--- src/rtl/hazard_scoreboard_if.sv ---
// Bundle of ID-stage hazard query signals and the scoreboard's stall/forwarding answers.
// The master side is the pipeline controller, the slave side is the scoreboard.
interface hazard_scoreboard_if #(
    parameter int AW    = 5,
    parameter int DEPTH = 3,
    parameter int CW    = 32
);
    localparam int FW = $clog2(DEPTH + 1);

    logic          id_valid;
    logic [AW-1:0] id_rs;
    logic [AW-1:0] id_rt;
    logic          id_use_rs;
    logic          id_use_rt;
    logic          id_branch;
    logic          id_taken;
    logic          id_wr;
    logic [AW-1:0] id_wd;
    logic          id_load;
    logic          cnt_clr;

    logic          stall;
    logic          if_flush;
    logic [FW-1:0] id_fwd_rs;
    logic [FW-1:0] id_fwd_rt;
    logic [FW-1:0] ex_fwd_rs;
    logic [FW-1:0] ex_fwd_rt;
    logic [CW-1:0] stall_cnt;

    modport master (
        output id_valid, id_rs, id_rt, id_use_rs, id_use_rt, id_branch, id_taken,
               id_wr, id_wd, id_load, cnt_clr,
        input  stall, if_flush, id_fwd_rs, id_fwd_rt, ex_fwd_rs, ex_fwd_rt, stall_cnt
    );

    modport slave (
        input  id_valid, id_rs, id_rt, id_use_rs, id_use_rt, id_branch, id_taken,
               id_wr, id_wd, id_load, cnt_clr,
        output stall, if_flush, id_fwd_rs, id_fwd_rt, ex_fwd_rs, ex_fwd_rt, stall_cnt
    );
endinterface

--- src/rtl/hazard_scoreboard.sv ---
// Tracks in-flight register writes in the post-ID slots and decides ID stalls,
// IF flushes and operand forwarding sources for the ID compare and the EX stage.
module hazard_scoreboard #(
    parameter int AW      = 5,
    parameter int DEPTH   = 3,
    parameter int LD_RDY  = 2,
    parameter int ALU_RDY = 1,
    parameter int CW      = 32
) (
    input  logic clk,
    input  logic rst,
    hazard_scoreboard_if.slave bus
);
    localparam int FW = $clog2(DEPTH + 1);

    logic [DEPTH-1:0] v_q, v_d;
    logic [AW-1:0]    wd_q  [DEPTH];
    logic [AW-1:0]    wd_d  [DEPTH];
    logic [FW-1:0]    rdy_q [DEPTH];
    logic [FW-1:0]    rdy_d [DEPTH];
    logic [FW-1:0]    ex_fwd_rs_q, ex_fwd_rs_d;
    logic [FW-1:0]    ex_fwd_rt_q, ex_fwd_rt_d;
    logic [CW-1:0]    stall_cnt_q, stall_cnt_d;

    logic [DEPTH-1:0] m_rs, m_rt, late;
    logic             rs_hit, rt_hit, hz_rs, hz_rt, stall;
    int               rs_k, rt_k;

    // late[k]: a producer sitting in slot k cannot yet feed this consumer.
    // Branches compare in ID, one stage earlier than EX, so they need one more slot.
    for (genvar gi = 0; gi < DEPTH; gi++) begin : g_match
        assign m_rs[gi] = bus.id_valid & bus.id_use_rs & (bus.id_rs != '0) &
                          v_q[gi] & (wd_q[gi] == bus.id_rs);
        assign m_rt[gi] = bus.id_valid & bus.id_use_rt & (bus.id_rt != '0) &
                          v_q[gi] & (wd_q[gi] == bus.id_rt);
        assign late[gi] = bus.id_branch ? (gi < int'(rdy_q[gi]))
                                        : ((gi + 1) < int'(rdy_q[gi]));
    end

    // Youngest (lowest index) match wins, so scan from oldest down.
    always_comb begin
        rs_hit = 1'b0;
        rt_hit = 1'b0;
        rs_k   = 0;
        rt_k   = 0;
        for (int k = DEPTH - 1; k >= 0; k--) begin
            if (m_rs[k]) begin
                rs_hit = 1'b1;
                rs_k   = k;
            end
            if (m_rt[k]) begin
                rt_hit = 1'b1;
                rt_k   = k;
            end
        end
    end

    assign hz_rs = rs_hit & late[rs_k];
    assign hz_rt = rt_hit & late[rt_k];
    assign stall = hz_rs | hz_rt;

    assign bus.stall     = stall;
    assign bus.if_flush  = bus.id_valid & bus.id_branch & bus.id_taken & ~stall;
    assign bus.id_fwd_rs = (rs_hit && !stall) ? FW'(rs_k + 1) : '0;
    assign bus.id_fwd_rt = (rt_hit && !stall) ? FW'(rt_k + 1) : '0;
    assign bus.ex_fwd_rs = ex_fwd_rs_q;
    assign bus.ex_fwd_rt = ex_fwd_rt_q;
    assign bus.stall_cnt = stall_cnt_q;

    // Slot 0 takes the ID instruction, or a bubble while ID is held.
    assign v_d[0]   = stall ? 1'b0 : (bus.id_valid & bus.id_wr & (bus.id_wd != '0));
    assign wd_d[0]  = bus.id_wd;
    assign rdy_d[0] = bus.id_load ? FW'(LD_RDY) : FW'(ALU_RDY);

    for (genvar gi = 1; gi < DEPTH; gi++) begin : g_shift
        assign v_d[gi]   = v_q[gi-1];
        assign wd_d[gi]  = wd_q[gi-1];
        assign rdy_d[gi] = rdy_q[gi-1];
    end

    // After the edge the producer moves one slot older, hence k+2; one that
    // leaves the last slot has already reached the regfile.
    always_comb begin
        ex_fwd_rs_d = '0;
        ex_fwd_rt_d = '0;
        if (!stall) begin
            if (rs_hit && (rs_k + 1 < DEPTH)) ex_fwd_rs_d = FW'(rs_k + 2);
            if (rt_hit && (rt_k + 1 < DEPTH)) ex_fwd_rt_d = FW'(rt_k + 2);
        end
    end

    always_comb begin
        stall_cnt_d = stall_cnt_q;
        if (bus.cnt_clr)
            stall_cnt_d = '0;
        else if (stall && (stall_cnt_q != {CW{1'b1}}))
            stall_cnt_d = stall_cnt_q + 1'b1;
    end

    always_ff @(posedge clk or posedge rst) begin
        if (rst) begin
            v_q         <= '0;
            ex_fwd_rs_q <= '0;
            ex_fwd_rt_q <= '0;
            stall_cnt_q <= '0;
            for (int k = 0; k < DEPTH; k++) begin
                wd_q[k]  <= '0;
                rdy_q[k] <= '0;
            end
        end else begin
            v_q         <= v_d;
            ex_fwd_rs_q <= ex_fwd_rs_d;
            ex_fwd_rt_q <= ex_fwd_rt_d;
            stall_cnt_q <= stall_cnt_d;
            for (int k = 0; k < DEPTH; k++) begin
                wd_q[k]  <= wd_d[k];
                rdy_q[k] <= rdy_d[k];
            end
        end
    end
endmodule

--- src/flat_wrapper.sv ---
// flat-port wrapper written by rule: the top's interface ports become plain ports
module hazard_scoreboard_flat 
#(
    parameter int AW      = 5,
    parameter int DEPTH   = 3,
    parameter int LD_RDY  = 2,
    parameter int ALU_RDY = 1,
    parameter int CW      = 32
)
  (clk, rst, bus_id_valid, bus_id_rs, bus_id_rt, bus_id_use_rs, bus_id_use_rt, bus_id_branch, bus_id_taken, bus_id_wr, bus_id_wd, bus_id_load, bus_cnt_clr, bus_stall, bus_if_flush, bus_id_fwd_rs, bus_id_fwd_rt, bus_ex_fwd_rs, bus_ex_fwd_rt, bus_stall_cnt);
  hazard_scoreboard_if #(.AW(AW), .DEPTH(DEPTH), .CW(CW)) bus_i ();
  input  logic clk;
  input  logic rst;
  input wire logic [$bits(bus_i.id_valid)-1:0] bus_id_valid;
  input wire logic [$bits(bus_i.id_rs)-1:0] bus_id_rs;
  input wire logic [$bits(bus_i.id_rt)-1:0] bus_id_rt;
  input wire logic [$bits(bus_i.id_use_rs)-1:0] bus_id_use_rs;
  input wire logic [$bits(bus_i.id_use_rt)-1:0] bus_id_use_rt;
  input wire logic [$bits(bus_i.id_branch)-1:0] bus_id_branch;
  input wire logic [$bits(bus_i.id_taken)-1:0] bus_id_taken;
  input wire logic [$bits(bus_i.id_wr)-1:0] bus_id_wr;
  input wire logic [$bits(bus_i.id_wd)-1:0] bus_id_wd;
  input wire logic [$bits(bus_i.id_load)-1:0] bus_id_load;
  input wire logic [$bits(bus_i.cnt_clr)-1:0] bus_cnt_clr;
  output wire logic [$bits(bus_i.stall)-1:0] bus_stall;
  output wire logic [$bits(bus_i.if_flush)-1:0] bus_if_flush;
  output wire logic [$bits(bus_i.id_fwd_rs)-1:0] bus_id_fwd_rs;
  output wire logic [$bits(bus_i.id_fwd_rt)-1:0] bus_id_fwd_rt;
  output wire logic [$bits(bus_i.ex_fwd_rs)-1:0] bus_ex_fwd_rs;
  output wire logic [$bits(bus_i.ex_fwd_rt)-1:0] bus_ex_fwd_rt;
  output wire logic [$bits(bus_i.stall_cnt)-1:0] bus_stall_cnt;
  assign bus_i.id_valid = bus_id_valid;
  assign bus_i.id_rs = bus_id_rs;
  assign bus_i.id_rt = bus_id_rt;
  assign bus_i.id_use_rs = bus_id_use_rs;
  assign bus_i.id_use_rt = bus_id_use_rt;
  assign bus_i.id_branch = bus_id_branch;
  assign bus_i.id_taken = bus_id_taken;
  assign bus_i.id_wr = bus_id_wr;
  assign bus_i.id_wd = bus_id_wd;
  assign bus_i.id_load = bus_id_load;
  assign bus_i.cnt_clr = bus_cnt_clr;
  assign bus_stall = bus_i.stall;
  assign bus_if_flush = bus_i.if_flush;
  assign bus_id_fwd_rs = bus_i.id_fwd_rs;
  assign bus_id_fwd_rt = bus_i.id_fwd_rt;
  assign bus_ex_fwd_rs = bus_i.ex_fwd_rs;
  assign bus_ex_fwd_rt = bus_i.ex_fwd_rt;
  assign bus_stall_cnt = bus_i.stall_cnt;
  hazard_scoreboard #(.AW(AW), .DEPTH(DEPTH), .LD_RDY(LD_RDY), .ALU_RDY(ALU_RDY), .CW(CW)) u_core (.clk(clk), .rst(rst), .bus(bus_i));
endmodule
--- config.mk ---
export PLATFORM = sky130hd
export DESIGN_NAME = hazard_scoreboard_flat
export DESIGN_NICKNAME = d
export VERILOG_FILES = /design/src/rtl/hazard_scoreboard_if.sv /design/src/rtl/hazard_scoreboard.sv /design/src/flat_wrapper.sv
export SDC_FILE = /design/constraint.sdc
export NUM_CORES = 1
export LEC_CHECK = 0
export ABC_AREA = 1
export ABC_CLOCK_PERIOD_IN_PS = 2500
export BUFFER_PORTS_ARGS = -buffer_cell sky130_fd_sc_hd__clkbuf_2
export CAP_MARGIN = 20
export CORE_AREA = 2 2 75 106
export CTS_CLUSTER_SIZE = 14
export DETAILED_ROUTE_END_ITERATION = 8
export DIE_AREA = 0 0 77 108
export GPL_ROUTABILITY_DRIVEN = 0
export GPL_TIMING_DRIVEN = 0
export PLACE_DENSITY = 0.76
export RECOVER_POWER = 25
export SYNTH_ARGS = -nofsm -noshare
export SYNTH_HDL_FRONTEND = slang
export SYNTH_SLANG_ARGS = --single-unit
--- constraint.sdc ---
create_clock -name clk -period 2.5 [get_ports clk]
set_clock_uncertainty 0.2 [all_clocks]
set_input_delay 0.25 -clock clk [delete_from_list [all_inputs] [get_ports clk]]
set_output_delay 0.25 -clock clk [all_outputs]
set_load 0.02 [all_outputs]
==> metrics.txt, run 1 <==
run status finished with violations; failing checks setup timing; Routed Antenna Nets 0; worst setup margin -1.22 ps; vias 4371; vias in the first global route 4321; Hold Fails Final Rpt 0; Antenna diodes 0; most frequent cells in the layout nand2_1, nor2_1, clkbuf_2, nand3_1, dfrtp_1; vias per std cell 5.51; Slew Limit Fails 0; WS Path Type reg -> out; Setup crit start kind flip-flop; layout cells sized above 1 0.304; Max-Cap Viols 0; CP arrival 2050 ps; cells after synthesis 589; Cells after DPL 752; Worst Setup End Kind output port; yosys warns 0; DP HPWL 9110 microns; initial core utilization 0.564; clock transition at the registers of the reported paths 70 ps; Synth Cell Area 4120 sq um; Mapped Nets 617; Tmin final 2500 ps; Die W 77 microns; first-pass GRT wire length 19700 microns; Residual DRC 0; Worst Tran Pin Value 661 ps; GRT Util Overall 0.305; row count 37; Bufs and invs on worst path 3; I/O Buffers 65; Clk Latency, worst-skew pair 360 ps; peak supply drop 0.404 mV; initial antenna violation count 0; Area after DPL 4590 sq um; DIE AREA 8320 sq um; ranking of synthesized cells by area dfrtp_1, nand2_1, nand3_1; routed len/inst 15.5 microns; register bit total from synthesis 60; multiplexer area fraction after synthesis 0; Clock Tree Buf Depth 2; post-synthesis adder-cell area fraction 0.00910; area added between synthesis and finish 26.5%; final std cells w/o fill 794; NumNets Final 720; DR iter-0 viols 257; relative slew slack 0.559; largest area contributor in the netlist dfrtp_1; CP Cell Sequence inv_2, nand2_1, nand2_1, nand2_1, nor2_1, nand3_2, nand3_2, nand2_2, nand2_4, nand3_4, buf_12, nor2_4, buf_8; post-synthesis cell type count 36; Final period util 1.00; H-tree depth 3; max incr delay on CP 430 ps; RSZ-0062 raised after global routing yes; final instance area 5220 sq um; drt total wl 12300 microns; Fill cells 632; Place WS -69.3 ps; combinational family with the most area after synthesis simple AND/OR/NAND/NOR gates; Avg Cell Area, Syn 7.00 sq um; CTS root buf clkbuf_8; register area share after synthesis 0.364; DRT Pass-1 Iters 5; PwrDens 413 nW/um^2; CP max FO 5; Finished Core Util 0.713; Top-Level Pins 67; Congestion Overflow GR 0; total power 2.16 mW; Core Region 7310 sq um; Die H 108 microns; endpoints failing setup 1; clk sinks 60; Hold Crit Class in -> reg; CTS tree done; post-synthesis xor/xnor area fraction 0.0552; f_max 0.400 GHz; simple-gate area share of the yosys netlist 0.455; Synth top area share 0.364; Worst path slowest cell dfrtp_2; most frequent cell on the critical path nand2_1; Crit path required time 2050 ps; delay-heaviest family, CP simple AND/OR/NAND/NOR gates; commonest non-fill, non-tap cell in the layout nand2_1; leakage 2.77 nW; post-synthesis compound-gate area fraction 0.0246; total clock buffers created by CTS 9; largest net degree at the start of global routing 32
==> final timing paths <==
check | from | end | slack (ps) | cells after the start
min in group asynchronous | rst | u_core.rdy_q[1] | 380 | 3
worst min register to register | u_core.rdy_d[1] | u_core.rdy_q[1] | 180 | 0
worst min-delay path | bus_id_valid | u_core.v_q[0] | 70 | 3
max in group asynchronous | rst | u_core.bus.stall_cnt[1] | 1100 | 4
worst max register to register | u_core.bus.stall_cnt[1] | u_core.bus.stall_cnt[1] | 90 | 12
worst max-delay path | u_core.wd_d[9] | bus_if_flush | -1 | 13
==> metal layers <==
| metal | part of all wire | track usage |
|---|---|---|
| met1 | 0.36 | 0.317 |
| met2 | 0.53 | 0.570 |
| met3 | 0.054 | 0.0518 |
| met4 | 0.053 | 0.189 |
| met5 | 0 | 0 |
==> tightest hold or removal path, cell delays in order <==
cell and delay, ps:
clkbuf_2 140, o311ai_0 130, nor2_1 60
==> layout make-up <==
type | count | area, sq um | share of cell area
multi-input cells | 442 | 2400 | 0.460
flip-flops and latches | 60 | 1510 | 0.289
repair buffers | 93 | 602 | 0.115
inverters | 69 | 259 | 0.0497
clock buffers | 10 | 138 | 0.0264
plain buffers | 17 | 126 | 0.0242
well taps | 97 | 121 | 0.0233
clock inverters | 6 | 63.8 | 0.0122
==> logic make-up after synthesis <==
group | count (synthesis)
xor+xnor | 26
flops | 60
compound gates | 18
simple gates | 395
buf+inv | 87
fa+ha+maj | 3
==> cells in the mapped netlist <==
library cell / count
nor3_1: 8
nand4_1: 29
nor4_1: 2
or2_2: 1
nor3b_1: 1
or3_1: 1
nand2_4: 1
buf_8: 2
nand4_2: 1
nand3_2: 16
nand2b_1: 1
a21oi_2: 1
nand2_2: 3
clkbuf_1: 4
nand3b_1: 1
o2111ai_1: 1
nor2_1: 72
buf_1: 2
nand3_1: 60
buf_2: 7
buf_6: 3
ha_1: 3
and3_1: 3
a21oi_1: 9
nand3_4: 2
o311ai_0: 1
o21ai_0: 6
dfrtp_1: 60
xnor2_1: 11
nand2_1: 184
nor2_2: 1
nor2_4: 2
nor3_2: 6
xor2_1: 15
inv_2: 15
inv_1: 54
==> report_power, final <==
group / switching (mW) / internal, mW / leakage, nW
clock network: 0.411 / 0.485 / 0.0983
registers: 0.0222 / 0.992 / 0.779
logic: 0.161 / 0.0864 / 1.90
total: 0.594 / 1.56 / 2.77
==> through the flow <==
step | TNS, ps | hold WS, ps
5_1_grt | -1100 | 77.7
3_5_place_dp | -571 | 163
2_1_floorplan | 0 | 81.4
3_3_place_gp | -3620 | 155
4_1_cts | -21.7 | 74.1
6_report | -1.22 | 71.9
==> sequential cells by signal (all words and copies together) (netlist names) <==
signal	flops
u_core.bus.ex_fwd_rs	2
u_core.wd_d	10
u_core.wd_q	5
u_core.bus.stall_cnt	32
u_core.v_q	3
u_core.bus.ex_fwd_rt	2
u_core.rdy_d	4
u_core.rdy_q	2
==> what timing repair did <==
item | in CTS | in global routing
pin swaps | 9 | 27
setup buffers | 8 | 11
resized for setup | 25 | 54
hold buffers | 8 | 0
endpoints found under the hold margin | 37 | 0
cloned | 0 | 0
setup endpoints to repair | 17 | 38
Note: power is estimated with default switching activity, not from simulation.
==> inputs of run 2 (changes only) <==
--- a/config.mk
+++ b/config.mk
@@ -6,17 +6,18 @@
 export NUM_CORES = 1
 export LEC_CHECK = 0
 export ABC_AREA = 1
-export ABC_CLOCK_PERIOD_IN_PS = 2500
+export ABC_CLOCK_PERIOD_IN_PS = 3000
 export BUFFER_PORTS_ARGS = -buffer_cell sky130_fd_sc_hd__clkbuf_2
 export CAP_MARGIN = 20
-export CORE_AREA = 2 2 75 106
+export CORE_AREA = 2 2 72 102
 export CTS_CLUSTER_SIZE = 14
 export DETAILED_ROUTE_END_ITERATION = 8
-export DIE_AREA = 0 0 77 108
+export DIE_AREA = 0 0 74 104
 export GPL_ROUTABILITY_DRIVEN = 0
 export GPL_TIMING_DRIVEN = 0
-export PLACE_DENSITY = 0.76
+export PLACE_DENSITY = 0.82
 export RECOVER_POWER = 25
+export SKIP_LAST_GASP = 1
 export SYNTH_ARGS = -nofsm -noshare
 export SYNTH_HDL_FRONTEND = slang
 export SYNTH_SLANG_ARGS = --single-unit
==> constraint.sdc (replaced) <==
create_clock -name clk -period 3 [get_ports clk]
set_clock_uncertainty 0.2 [all_clocks]
set_input_delay 0.3 -clock clk [delete_from_list [all_inputs] [get_ports clk]]
set_output_delay 0.3 -clock clk [all_outputs]
set_load 0.02 [all_outputs]
==> run 2 against run 1 <==
  * The flow now finishes without violations
  * Clock power shrank 16%
  * Power shrank 17%
  * Combinational power shrank 27%
  * Routed wire length shrank 5.9%
  * First-iteration DRC count grew 25%
  * Clock-buffer cell count grew 4
  * Die area shrank 7.5%
  * Via count shrank 2.8%
==> metrics.txt, run 2 (same netlist as run 1, synthesis figures left out) <==
initial core utilization 0.606; DIE AREA 7700 sq um; DP HPWL 8920 microns; Bufs and invs on worst path 4; Top-Level Pins 67; CTS tree done; relative slew slack 0.487; PwrDens 364 nW/um^2; max reg flops 32; Register Area 1500 sq um; worst setup margin 113 ps; endpoints failing setup 0; routed len/inst 15.0 microns; Worst path slowest cell dfrtp_1; Worst Setup End Kind output port; Finished Core Util 0.719; DRT Pass-1 Iters 5; Worst Tran Pin Value 769 ps; Residual DRC 0; Max-Cap Viols 0; commonest non-fill, non-tap cell in the layout nand2_1; max incr delay on CP 430 ps; H-tree depth 3; drt total wl 11600 microns; Die W 74 microns; GRT Util Overall 0.323; layout cells sized above 1 0.212; NumNets Final 704; final instance area 4890 sq um; setup TNS 0 ps; initial antenna violation count 0; minimum hold slack 119 ps; f_max 0.346 GHz; Fill cells 571; Crit path required time 2500 ps; leakage 2.67 nW; delay-heaviest family, CP simple AND/OR/NAND/NOR gates; most frequent cells in the layout nand2_1, nor2_1, clkbuf_2, nand3_1, dfrtp_1; Clock Tree Buf Depth 2; vias 4248; area added between synthesis and finish 18.6%; first-pass GRT wire length 19000 microns; Congestion Overflow GR 0; Clk Latency, worst-skew pair 350 ps; DR iter-0 viols 322; peak supply drop 0.306 mV; row count 36; Antenna diodes 0; vias per std cell 5.48; Hold Fails Final Rpt 0; total clock buffers created by CTS 9; R2R setup slack 390 ps; Place WS 429 ps; Hold Crit Class in -> reg; clock transition at the registers of the reported paths 60 ps; most frequent cell on the critical path nand2_1; Setup crit start kind flip-flop; CP max FO 10; CP Cell Sequence inv_1, nand2_1, nand2_1, nor2_2, nand2_1, nor2_4, nand4_1, nand3_2, nand3_4, buf_8, buf_8, nor2_1, buf_2; Routed Antenna Nets 0; WS Path Type reg -> out; Core Region 6800 sq um; Slew Limit Fails 0; area of the multi-input gates 2250 sq um; largest net degree at the start of global routing 43; run status complete, no violations; Final period util 0.962; clk sinks 60; CP arrival 2390 ps; Die H 104 microns; Tmin final 2890 ps; Area after DPL 4590 sq um; vias in the first global route 4179; I/O Buffers 65; CTS root buf clkbuf_8
## run 2: cell types whose count changed in the layout (fill, tap and decap cells not counted), sizes merged
cell	change
buf	-20
clkinvlp	-2
clkinv	-3
clkbuf	+8
## run 2: final timing paths
| kind | start | end | cells after the start |
|---|---|---|---|
| setup reg to reg | u_core.bus.stall_cnt[0] | u_core.bus.stall_cnt[4] | 11 |
| min in group asynchronous | rst | u_core.bus.stall_cnt[17] | 3 |
| hold reg to reg | u_core.rdy_d[0] | u_core.rdy_q[0] | 0 |
| setup / recovery | u_core.wd_d[3] | bus_if_flush | 13 |
| max in group asynchronous | rst | u_core.wd_d[9] | 4 |
| hold / removal | bus_id_valid | u_core.v_q[0] | 3 |
## run 2: where the power goes
group          total [mW]  leakage, nW  switching [mW]  internal [mW]
clock network       0.756        0.103           0.308          0.448
registers           0.844        0.786          0.0172          0.826
logic               0.181         1.79           0.121         0.0601
total                1.78         2.67           0.446           1.33
## run 2: area by class of cell
class | instances | area share
clock buffers | 14 | 0.0353
repair buffers | 76 | 0.0893
well taps | 95 | 0.0243
inverters | 69 | 0.0530
clock inverters | 1 | 0.00614
multi-input cells | 442 | 0.460
plain buffers | 18 | 0.0248
flip-flops and latches | 60 | 0.307
## run 2: worst min-delay path: cells and delay by family
family	cells	cell delay, ps
buffers and inverters	1	150
AO/OA/AOI/OAI	1	120
AND/OR/NAND/NOR	1	50
## run 2: per-layer routing
metal,GRT usage,up-vias,part of all wire,wire length [microns]
li1,-,2065,-,-
met1,0.346,1973,0.36,4230
met2,0.541,166,0.52,6040
met3,0.0795,44,0.059,682
met4,0.212,0,0.056,655
met5,0,-,0,0
## run 2: per-stage QoR
stage                     cells  power (mW)
after floorplan             589       0.961
after global placement      749        1.02
after detailed placement    750        1.03
after CTS                   773        1.79
after global routing        775        1.85
final                       775        1.78
## run 2: timing repair
item                       in CTS  in global routing
hold buffers                    8                  0
hold endpoints to repair       26                  0
setup endpoints to repair       0                  2
setup buffers                   0                  2
gates resized for setup         0                  6
==> inputs of run 3 (changes only) <==
--- a/config.mk
+++ b/config.mk
@@ -7,15 +7,15 @@
 export LEC_CHECK = 0
 export ABC_AREA = 1
 export ABC_CLOCK_PERIOD_IN_PS = 3000
-export BUFFER_PORTS_ARGS = -buffer_cell sky130_fd_sc_hd__clkbuf_2
 export CAP_MARGIN = 20
-export CORE_AREA = 2 2 72 102
+export CORE_AREA = 2 2 74 104
 export CTS_CLUSTER_SIZE = 14
 export DETAILED_ROUTE_END_ITERATION = 8
-export DIE_AREA = 0 0 74 104
+export DIE_AREA = 0 0 76 106
+export DONT_BUFFER_PORTS = 1
 export GPL_ROUTABILITY_DRIVEN = 0
 export GPL_TIMING_DRIVEN = 0
-export PLACE_DENSITY = 0.82
+export PLACE_DENSITY = 0.7
 export RECOVER_POWER = 25
 export SKIP_LAST_GASP = 1
 export SYNTH_ARGS = -nofsm -noshare
==> run 3 against run 2 <==
  * Flip-flop and latch count is the same
  * Routed wire length shrank 2.2%
  * Power down 3.5%
  * Register-to-register slack worse by 120 ps
==> metrics.txt, run 3 (same netlist as run 1, synthesis figures left out) <==
Die W 76 microns; Routed Antenna Nets 0; CTS root buf clkbuf_8; DR iter-0 viols 203; area added between synthesis and finish 10.4%; Core Region 7180 sq um; NumNets Final 638; Hold Fails Final Rpt 0; max incr delay on CP 430 ps; row count 37; Finished Core Util 0.634; Residual DRC 0; commonest non-fill, non-tap cell in the layout nand2_1; CP Cell Sequence inv_1, nand2_1, nand2_1, nor2_1, nand3_1, nand3_4, nand2_2, nand3_2, nand3_4, buf_8, buf_8, nor2_4; relative slew slack 0.255; initial antenna violation count 0; Top-Level Pins 67; Congestion Overflow GR 0; layout cells sized above 1 0.124; RSZ-0062 raised after global routing no; CP arrival 2320 ps; Tmin final 2820 ps; Worst path slowest cell dfrtp_1; most frequent cells in the layout nand2_1, nor2_1, nand3_1, dfrtp_1, inv_1; peak supply drop 0.295 mV; Antenna diodes 0; DIE AREA 8060 sq um; CTS tree done; leakage 2.38 nW; Worst Setup End Kind output port; Post-CTS Setup Bufs 0; Crit path required time 2500 ps; Hold Crit Class in -> reg; Cells after DPL 687; DRT Pass-1 Iters 5; run status complete, no violations; final std cells w/o fill 710; setup TNS 0 ps; clk sinks 60; Final period util 0.939; PwrDens 377 nW/um^2; vias 3953; HP Start bus_id_rs[1]; GRT Util Overall 0.292; clock transition at the registers of the reported paths 60 ps; Slew Limit Fails 0; Setup crit start kind flip-flop; largest net degree at the start of global routing 33; Area after DPL 4260 sq um; worst setup margin 182 ps; endpoints failing setup 0; CP max FO 10; H-tree depth 3; f_max 0.355 GHz; Worst Tran Pin Value 1120 ps; Clock Tree Buf Depth 2; Max-Cap Viols 0; Critical path origin u_core.wd_d[9]; initial core utilization 0.575; max reg flops 32; vias per std cell 5.57; Clk Latency, worst-skew pair 350 ps; final instance area 4550 sq um; total clock buffers created by CTS 9; Place WS 296 ps; drt total wl 11400 microns; Critical R2R Launch u_core.bus.stall_cnt[0]; routed len/inst 16.0 microns; vias in the first global route 3882; WS Path Type reg -> out; DP HPWL 8900 microns; Die H 106 microns; Bufs and invs on worst path 3; I/O Buffers 0; first-pass GRT wire length 18200 microns; delay-heaviest family, CP simple AND/OR/NAND/NOR gates
run 3: cell types whose count changed in the layout (fill, tap and decap cells not counted), sizes merged:
cell and change:
buf -3, clkinv +1, clkbuf -66, dlygate4sd3 +1
run 3: final timing paths:
path                                       endpoint  slack (ps)  cells past startpoint
max in group asynchronous  u_core.bus.stall_cnt[12]        1370                      3
setup reg to reg           u_core.bus.stall_cnt[25]         270                     11
hold / removal              u_core.bus.ex_fwd_rs[0]         130                      5
setup / recovery                       bus_if_flush         180                     12
hold reg to reg                     u_core.rdy_q[1]         180                      0
min in group asynchronous            u_core.wd_d[9]         480                      2
run 3: final cells by class:
| cell class | count | area (sq um) |
|---|---|---|
| flip-flops and latches | 60 | 1500 |
| clock buffers | 12 | 155 |
| well taps | 97 | 121 |
| fillers | 670 | 2620 |
| clock inverters | 2 | 35.0 |
| multi-input cells | 442 | 2250 |
| inverters | 69 | 259 |
| plain buffers | 18 | 121 |
| repair buffers | 10 | 110 |
run 3: per-layer routing:
| metal | part of all wire | track usage | wire length (microns) |
|---|---|---|---|
| met5 | 0 | 0 | 0 |
| met4 | 0.060 | 0.188 | 676 |
| met3 | 0.058 | 0.0798 | 660 |
| met2 | 0.55 | 0.561 | 6230 |
| met1 | 0.33 | 0.267 | 3790 |
run 3: where the power goes:
| group | switching (mW) | leakage, nW | internal [mW] |
|---|---|---|---|
| Sequential | 0.0181 | 0.787 | 0.826 |
| Combinational | 0.102 | 1.50 | 0.0503 |
| Clock | 0.303 | 0.0983 | 0.418 |
| Total | 0.423 | 2.38 | 1.29 |
run 3: per-stage QoR:
step | power [mW] | hold slack [ps]
final | 1.72 | 134
after global routing | 1.80 | 154
after floorplan | 0.961 | 131
after detailed placement | 1.00 | 93.8
after global placement | 0.992 | 132
after CTS | 1.73 | 128
run 3: worst min-delay path: stages:
cell     delay (ps)
nand2_1          50
nand3_1          60
nor2_1           50
nand3_2         120
nor3_2           60
run 3: what timing repair did:
item                                    CTS  global route
endpoints found under the setup margin    0             1
gates resized for setup                   0             2
hold buffers                              9             0
endpoints found under the hold margin    36             0
